--- config.mk ---
export PLATFORM = sky130hd
export DESIGN_NAME = bp_me_wormhole_link_arb
export DESIGN_NICKNAME = d
export VERILOG_FILES = /design/src/rtl/bp_common_pkg.sv /design/src/rtl/bsg_arb_round_robin.sv /design/src/rtl/bp_me_wormhole_link_arb.sv
export SDC_FILE = /design/constraint.sdc
export NUM_CORES = 1
export LEC_CHECK = 0
export BUFFER_PORTS_ARGS = -buffer_cell sky130_fd_sc_hd__clkbuf_2
export CORE_MARGIN = 10
export CORE_UTILIZATION = 30
export CTS_CLUSTER_DIAMETER = 120
export CTS_CLUSTER_SIZE = 24
export DETAILED_ROUTE_END_ITERATION = 7
export PLACE_DENSITY = 0.95
export REMOVE_ABC_BUFFERS = 1
export SLEW_MARGIN = 20
export SYNTH_ARGS = -nofsm -noshare
export SYNTH_HDL_FRONTEND = slang
export SYNTH_SLANG_ARGS = --single-unit
--- constraint.sdc ---
create_clock -name clk_i -period 1.9 [get_ports clk_i]
set_input_delay 0.38 -clock clk_i [delete_from_list [all_inputs] [get_ports clk_i]]
set_output_delay 0.38 -clock clk_i [all_outputs]
set_load 0.05 [all_outputs]
--- src/rtl/bp_common_pkg.sv ---
// Shared memory-side NoC constants and arbiter types.
// Tiles and the link arbiter read the header length field from here.
package bp_common_pkg;

   localparam int mem_noc_flit_width_gp = 64;
   localparam int mem_noc_cord_width_gp = 10;
   localparam int mem_noc_len_width_gp  = 4;
   // The length field sits directly above the cord fields in a header flit.
   localparam int mem_noc_len_offset_gp = mem_noc_cord_width_gp;

   typedef enum logic {
      e_idle,
      e_locked
   } arb_state_e;

   function automatic int ptr_width(input int n);
      return (n > 1) ? $clog2(n) : 1;
   endfunction

endpackage

--- src/rtl/bsg_arb_round_robin.sv ---
// Round-robin grant over a request vector.
// The pointer moves past the granted requester only when yumi_i is high.
module bsg_arb_round_robin
   import bp_common_pkg::*;
#(
   parameter int width_p = 2,
   localparam int tag_w  = ptr_width(width_p)
) (
   input  logic               clk_i,
   input  logic               reset_n_i,
   input  logic [width_p-1:0] reqs_i,
   output logic [width_p-1:0] grants_o,
   output logic [tag_w-1:0]   tag_o,
   input  logic               yumi_i
);

   logic [tag_w-1:0] ptr;
   logic [tag_w-1:0] ptr_next;
   logic             found;

   // First pass covers ptr..top, second pass wraps around to 0..ptr-1.
   always_comb begin
      grants_o = '0;
      tag_o    = '0;
      found    = 1'b0;
      for (int j = 0; j < width_p; j++) begin
         if (!found && reqs_i[j] && (j >= int'(ptr))) begin
            found       = 1'b1;
            grants_o[j] = 1'b1;
            tag_o       = tag_w'(j);
         end
      end
      for (int j = 0; j < width_p; j++) begin
         if (!found && reqs_i[j]) begin
            found       = 1'b1;
            grants_o[j] = 1'b1;
            tag_o       = tag_w'(j);
         end
      end
   end

   always_comb begin
      ptr_next = tag_o + tag_w'(1);
      if (int'(tag_o) == width_p - 1) begin
         ptr_next = '0;
      end
   end

   always_ff @(posedge clk_i) begin
      if (!reset_n_i) begin
         ptr <= '0;
      end else if (yumi_i) begin
         ptr <= ptr_next;
      end
   end

endmodule

--- src/rtl/bp_me_wormhole_link_arb.sv ---
// Packet-locked round-robin arbiter sharing one wormhole link.
// Grant is chosen on a header flit and held until the tail transfers.
module bp_me_wormhole_link_arb
   import bp_common_pkg::*;
#(
   parameter int num_req_p    = 2,
   parameter int flit_width_p = mem_noc_flit_width_gp,
   parameter int len_width_p  = mem_noc_len_width_gp,
   parameter int len_offset_p = mem_noc_len_offset_gp
) (
   input  logic                              clk_i,
   input  logic                              reset_n_i,
   input  logic [num_req_p-1:0]              v_i,
   input  logic [num_req_p*flit_width_p-1:0] data_i,
   output logic [num_req_p-1:0]              ready_o,
   output logic                              v_o,
   output logic [flit_width_p-1:0]           data_o,
   input  logic                              ready_i,
   output logic [num_req_p-1:0]              grant_o,
   output logic                              busy_o
);

   localparam int tag_w = ptr_width(num_req_p);

   arb_state_e             state;
   arb_state_e             state_next;
   logic [len_width_p-1:0] cnt;
   logic [len_width_p-1:0] len;
   logic [tag_w-1:0]       owner;
   logic [tag_w-1:0]       sel;
   logic [tag_w-1:0]       arb_tag;
   logic [num_req_p-1:0]   owner_oh;
   logic [num_req_p-1:0]   reqs;
   logic [num_req_p-1:0]   arb_grants;
   logic                   locked;
   logic                   xfer;
   logic                   last;
   logic                   yumi;

   assign locked = (state == e_locked);

   always_comb begin
      owner_oh        = '0;
      owner_oh[owner] = 1'b1;
   end

   // While locked, only the owner is presented so the arbiter's tag
   // equals the owner and its pointer advances past it on the tail.
   assign reqs = locked ? (owner_oh & v_i) : v_i;

   bsg_arb_round_robin #(
      .width_p (num_req_p)
   ) rr (
      .clk_i     (clk_i),
      .reset_n_i (reset_n_i),
      .reqs_i    (reqs),
      .grants_o  (arb_grants),
      .tag_o     (arb_tag),
      .yumi_i    (yumi)
   );

   always_comb begin
      grant_o = '0;
      sel     = locked ? owner : arb_tag;
      if (reset_n_i) begin
         grant_o = locked ? owner_oh : arb_grants;
      end
   end

   assign v_o     = |(grant_o & v_i);
   assign ready_o = grant_o & {num_req_p{ready_i}};
   assign data_o  = data_i[int'(sel)*flit_width_p +: flit_width_p];
   assign len     = data_o[len_offset_p +: len_width_p];
   assign xfer    = v_o & ready_i;
   assign last    = locked ? (cnt == len_width_p'(1)) : (len == '0);
   assign yumi    = xfer & last;
   assign busy_o  = reset_n_i & locked;

   always_comb begin
      state_next = state;
      unique case (state)
         e_idle: begin
            if (xfer && (len != '0)) begin
               state_next = e_locked;
            end
         end
         e_locked: begin
            if (yumi) begin
               state_next = e_idle;
            end
         end
      endcase
   end

   always_ff @(posedge clk_i) begin
      if (!reset_n_i) begin
         state <= e_idle;
         cnt   <= '0;
         owner <= '0;
      end else begin
         state <= state_next;
         if (xfer) begin
            if (!locked) begin
               cnt   <= len;
               owner <= sel;
            end else begin
               cnt <= cnt - len_width_p'(1);
            end
         end
      end
   end

endmodule

* Yosys cells after proc, flatten, opt, wreduce, memory -nomap -nowiden *
Index checks and enable logic that the tools add are counted.

storage, ports and cells
  output and inout port bits = 70
  input port bits = 133
  word-level logic and storage cells = 51
  flip-flop bits (word level) = 7

cells by class
  shift-type cells = 1
  order comparisons = 3
  reductions and logical operators = 13
  add/subtract/negate cells = 2
  multiplexer cells = 20
  bitwise logic cells = 7
  equality and inequality tests = 1

operators with widths
  kind                 number
  $shiftx 128x8->64    1
  $mux 1               14
  $and 2x2->2          3
  $logic_and 1x1->1    6
  $mux 2               3
  $eq 4x1->1 const B   1
  $logic_not 4->1      1
  $mux 4               1
  $reduce_bool 4->1    1
  $sub 4x1->4 const B  1
  $and 1x1->1          3
  $logic_not 1->1      3
  $lt 1x2->1 const B   1
  $pmux 1 s2           1
  $reduce_and 2->1     1
  $reduce_or 2->1      1
  $add 1x1->1 const B  1
  $demux 1 s1          1
  $ge 1x1->1 const A   1
  $ge 1x1->1 const B   1
  $not 1->1            1

* Logic depth before layout (Yosys ltp) *
  depth in word-level cells = 25
  mapped depth = 6
  gate-level depth less buffers = 6

* Hierarchy *
From an unflattened synthesis, not the netlist that was laid out.

unflattened totals
  cells, all modules = 147
  area total of the unflattened synthesis = 1709.1 µm²

modules (own cells, without submodules)
  module                   area each (µm²)  instances  seq. area each (µm²)  cells each
  bp_me_wormhole_link_arb  1641.6           1          120.1                 140
  bsg_arb_round_robin      67.6             1          20.0                  7

* Worst setup path before layout *
OpenSTA, ideal clock, no wires.

  path kind = register -> output
  start = register state (netlist: locked)
  end = output ready_o[0]
  setup slack = 0.001 ns
  data required time = 1.520 ns
  buffers on the path = 0
  arrival = 1.519 ns
  cell stages (with the launch flop) = 5
  cell sequence = dfxtp_1 -> nand2b_1 -> a21oi_1 -> o21a_1 -> and2_1

on the way
  longest elaborated chain between the ends = 12

RTL lines
  what                    RTL line                        RTL
  from (decl)             bp_me_wormhole_link_arb.sv:25   arb_state_e state;
  from (signal assigned)  bp_me_wormhole_link_arb.sv:97   state <= e_idle;
  from (signal assigned)  bp_me_wormhole_link_arb.sv:101  state <= state_next;
  $mux 2                  bp_me_wormhole_link_arb.sv:49   assign reqs = locked ? (owner_oh & v_i) : v_i;
  $logic_and 1x1->1       bsg_arb_round_robin.sv:27       if (!found && reqs_i[j] && (j >= int'(ptr))) begin
  $mux 1                  bsg_arb_round_robin.sv:27
  $logic_not 1->1         bsg_arb_round_robin.sv:27
  $logic_and 1x1->1       bsg_arb_round_robin.sv:27
  $mux 1                  bsg_arb_round_robin.sv:27
  $logic_not 1->1         bsg_arb_round_robin.sv:34       if (!found && reqs_i[j]) begin
  $logic_and 1x1->1       bsg_arb_round_robin.sv:34
  $mux 1                  bsg_arb_round_robin.sv:34
  $mux 2 *                bp_me_wormhole_link_arb.sv:66   grant_o = locked ? owner_oh : arb_grants;
  $mux 2 *                bp_me_wormhole_link_arb.sv:65   if (reset_n_i) begin
  net grant_o[0]          bp_me_wormhole_link_arb.sv:19   output logic [num_req_p-1:0] grant_o,
  $and 2x2->2 *           bp_me_wormhole_link_arb.sv:71   assign ready_o = grant_o & {num_req_p{ready_i}};
  to (decl)               bp_me_wormhole_link_arb.sv:15   output logic [num_req_p-1:0] ready_o,

Mark *: on every way through the listed nets, which the timed path passes. The rest lies on a longest branch.

* Worst setup path in the final report *
  start = register owner
  end = output data_o[0]

on the way
  longest elaborated chain between the ends = 19
  elaborated cells on any way between the ends = 22
  classes of those cells = 2 x order compare; 1 x shift; 10 x mux; 1 x bitwise; 8 x reduce/logical

RTL lines
  what                                                                   RTL line                        RTL
  from (decl)                                                            bp_me_wormhole_link_arb.sv:29   logic [tag_w-1:0] owner;
  from (signal assigned)                                                 bp_me_wormhole_link_arb.sv:105  owner <= sel;
  $lt 1x2->1 (not written as such) / $ge 1x1->1 (equally long branches)  bp_me_wormhole_link_arb.sv:44   owner_oh[owner] = 1'b1;
  $logic_and 1x1->1 (not written as such)                                bp_me_wormhole_link_arb.sv:44
  $mux 1 (not written as such)                                           bp_me_wormhole_link_arb.sv:44
  $demux 1 s1                                                            bp_me_wormhole_link_arb.sv:44
  $and 2x2->2                                                            bp_me_wormhole_link_arb.sv:49
  $mux 2                                                                 bp_me_wormhole_link_arb.sv:49
  $logic_and 1x1->1                                                      bsg_arb_round_robin.sv:27
  $mux 1                                                                 bsg_arb_round_robin.sv:27
  [... 3 more ...]                                                       -
  $logic_not 1->1                                                        bsg_arb_round_robin.sv:34
  $logic_and 1x1->1                                                      bsg_arb_round_robin.sv:34
  $mux 1                                                                 bsg_arb_round_robin.sv:34
  $logic_not 1->1                                                        bsg_arb_round_robin.sv:34
  $logic_and 1x1->1                                                      bsg_arb_round_robin.sv:34
  $mux 1                                                                 bsg_arb_round_robin.sv:34
  $mux 1 *                                                               bp_me_wormhole_link_arb.sv:64   sel = locked ? owner : arb_tag;
  $shiftx 128x8->64 *                                                    bp_me_wormhole_link_arb.sv:72   assign data_o = data_i[int'(sel)*flit_width_p +: flit_width_p];
  to (decl)                                                              bp_me_wormhole_link_arb.sv:17   output logic [flit_width_p-1:0] data_o,

Every way passes the cells marked *; elsewhere a longest branch is shown, timed or not.

==> metrics.yaml <==
status: "complete, but fails checks"
violations: "setup timing"
clockBufferDepth: 2
worstMarginPinSlew_ns: 0.3578
synthCells: 141
antenna_found_initial: 1
drcViolationCount: 0
design_area_um2: 3576
cellPowerDensity_nw_per_um2: 578.0
cts-htree-levels: 1
die_area_um2: 7529
core_area_um2: 4324
yosys_warnings: 0
grt.total_usage_pct: 23.36
syn2layout_area_growth_pct: 167.4
syn_area_um2: 1338
timing.final.ws_setup_ns: -0.1253
path_clk_slew_ns: 0.04
totalPowerFinal_w: 0.002067
slew_violations: 0
dp_hpwl_mm: 7.550
hold_viol: 0
root_buffer: "clkbuf_8"
timing.hold.ws_ns: 0.4753
cts_inserted_buffers: 3
postRouteAntennaNets: 0
p_leak_nw: 1.886
setup_violations: 64
worstSetupStartpointType: "flop"
endpoint_kind: "output port"
cts.hold.buffers_added: 0
place_ws_ns: -0.06794
grt_overflow_total: 0
period_needed_ns: 2.025
hold_class: "flop to flop"
slew_headroom_pct: 76.15
skew_ns: 0.001270
route.vias.total: 2194
port_buffers: 202
first_pass_iters: 4
critPathArrivalTime_ns: 1.65
rsz0062_at_grt: "true"
clock-sinks: 7
fp.dieW_um: 86.77
drv_cap: 0
synth_seq_cells: 7
crit_start: "owner$_SDFFE_PN0P_"
fill_cells: 261
drive_above_1_share_pct: 83.93
synth_cell_type_count: 35
grt_start_max_net_pins: 34
gp_congestion: 0.9389
critPathMaxFanout: 8
reg2reg_from: "owner$_SDFFE_PN0P_"
io-pin-count: 203
grt_pass1_wl_mm: 13.75
cts_tree: "yes"
min_from: "cnt[3]$_SDFFE_PN0P_"
place_area_um2: 2479
grt_pass1_vias: 2290
period_share_pct: 106.6
die_h_um: 86.77
avgViaCountPerCell: 5.300
timing.fmax_mhz: 493.8
start_util_pct: 30.93
ir_worst_vdd_mv: 0.4811
design.final.nets: 497
wire_per_inst_um: 28.16
required_ns: 1.52
syn_area_per_cell_um2: 9.486
totalWireLength_mm: 11.66
final.setup.tns_ns: -6.390
drt_iter0_drc: 97
core.rowCount: 24
clk_latency_ns: 0.23
ys_seq_area_share_pct: 10.48
crit_type: "flop to output port"
area by class of cell:
class	count	area (µm²)	share of cell area, %
diodes	1	2.502	0.06998
clock buffers	4	45.04	1.260
inverters	5	18.77	0.5248
multi-input cells	120	1310	36.63
flip-flops and latches	7	143.9	4.024
well taps	52	65.06	1.819
repair buffers	225	1991	55.67
cells by family after synthesis:
logic type               count (synthesis)  share of synthesized area [%]
AND/OR/NAND/NOR                         29                          11.88
flip-flops                               7                          10.48
adder cells (fa/ha/maj)                  2                          1.871
multiplexers                            67                          56.22
buffers and inverters                   15                          8.512
AO/OA/AOI/OAI                           21                          11.04
through the flow:
step           cells  utilization, %
4_1_cts          403           72.05
3_3_place_gp     399           57.32
6_report         414           82.70
3_5_place_dp     399           57.32
5_1_grt          414           82.70
2_1_floorplan    131               -
worst paths after layout:
path | cells past startpoint | slack [ns] | end
max | 5 | -0.13 | data_o[0]
min | 2 | 0.48 | cnt[3]$_SDFFE_PN0P_
min reg2reg | 2 | 0.48 | cnt[3]$_SDFFE_PN0P_
max reg2reg | 7 | 0.02 | rr.ptr$_SDFFE_PN0P_
per-layer routing:
| metal | share of wire, % | global-route usage (%) | up-vias |
|---|---|---|---|
| met5 | 0 | 0 | - |
| met4 | 4.4 | 10.46 | 0 |
| met3 | 8.6 | 6.848 | 34 |
| met2 | 55 | 47.25 | 130 |
| met1 | 32 | 20.20 | 1055 |
| li1 | - | - | 975 |
report_power, final:
| group | leakage, nW | internal (W) | switching, W |
|---|---|---|---|
| registers | 0.0587 | 0.000161 | 0.0000102 |
| clock network | 0.0228 | 0.000146 | 0.0000762 |
| logic | 1.80 | 0.000777 | 0.000896 |
| total | 1.89 | 0.00108 | 0.000983 |
cells in the final DEF, fill, tap and decap left out, drive strengths merged, types with 4 or more instances in the layout:
cell type,netlist,layout
a21oi,6,6
buf,9,85
clkbuf,1,144
dfxtp,7,7
inv,5,5
mux2,65,65
nand3,4,4
nor2,6,6
o21ai,5,5
critical path, stage by stage (launching register included):
cell and delay, ns:
dfxtp_2 0.32, and2_4 0.16, a31o_4 0.26, buf_8 0.16, mux2_4 0.32, clkbuf_16 0.18
state kept, by name, indices dropped and copies added, names as in the netlist:
signal and flops:
cnt 4, locked 1, rr.ptr 1, owner 1
synth_stat cells:
library cell | n | share of area (%)
a21boi_1 | 1 | 0.56
a21oi_1 | 6 | 2.2
a31o_4 | 1 | 1.3
and2_1 | 3 | 1.4
and3_1 | 1 | 0.47
buf_2 | 1 | 0.37
buf_4 | 1 | 0.56
buf_6 | 7 | 5.9
clkbuf_1 | 1 | 0.28
dfxtp_1 | 7 | 10
ha_1 | 2 | 1.9
inv_1 | 4 | 1.1
inv_2 | 1 | 0.28
mux2_2 | 65 | 55
mux2i_1 | 2 | 1.5
nand2_1 | 3 | 0.84
nand2b_1 | 1 | 0.47
nand2b_2 | 1 | 0.65
nand3_1 | 4 | 1.5
nand3b_1 | 1 | 0.56
nand4_1 | 1 | 0.47
nor2_1 | 6 | 1.7
nor2b_1 | 1 | 0.47
nor3_1 | 2 | 0.75
nor4_1 | 2 | 0.94
o2111ai_1 | 2 | 1.3
o211a_1 | 1 | 0.75
o211ai_1 | 2 | 1.1
o21a_1 | 1 | 0.56
o21ai_0 | 5 | 1.9
o221a_2 | 1 | 0.84
o22ai_1 | 1 | 0.47
or3_1 | 1 | 0.47
or3b_1 | 1 | 0.65
or4_1 | 1 | 0.56
what timing repair did:
action / 4_1_cts / 5_1_grt
cloned: 0 / 7
buffers inserted: 0 / 3
gates resized for setup: 136 / 124
endpoints found under the setup margin: 67 / 67
pin swaps: 1 / 1
Note: power is estimated with default switching activity, not from simulation.
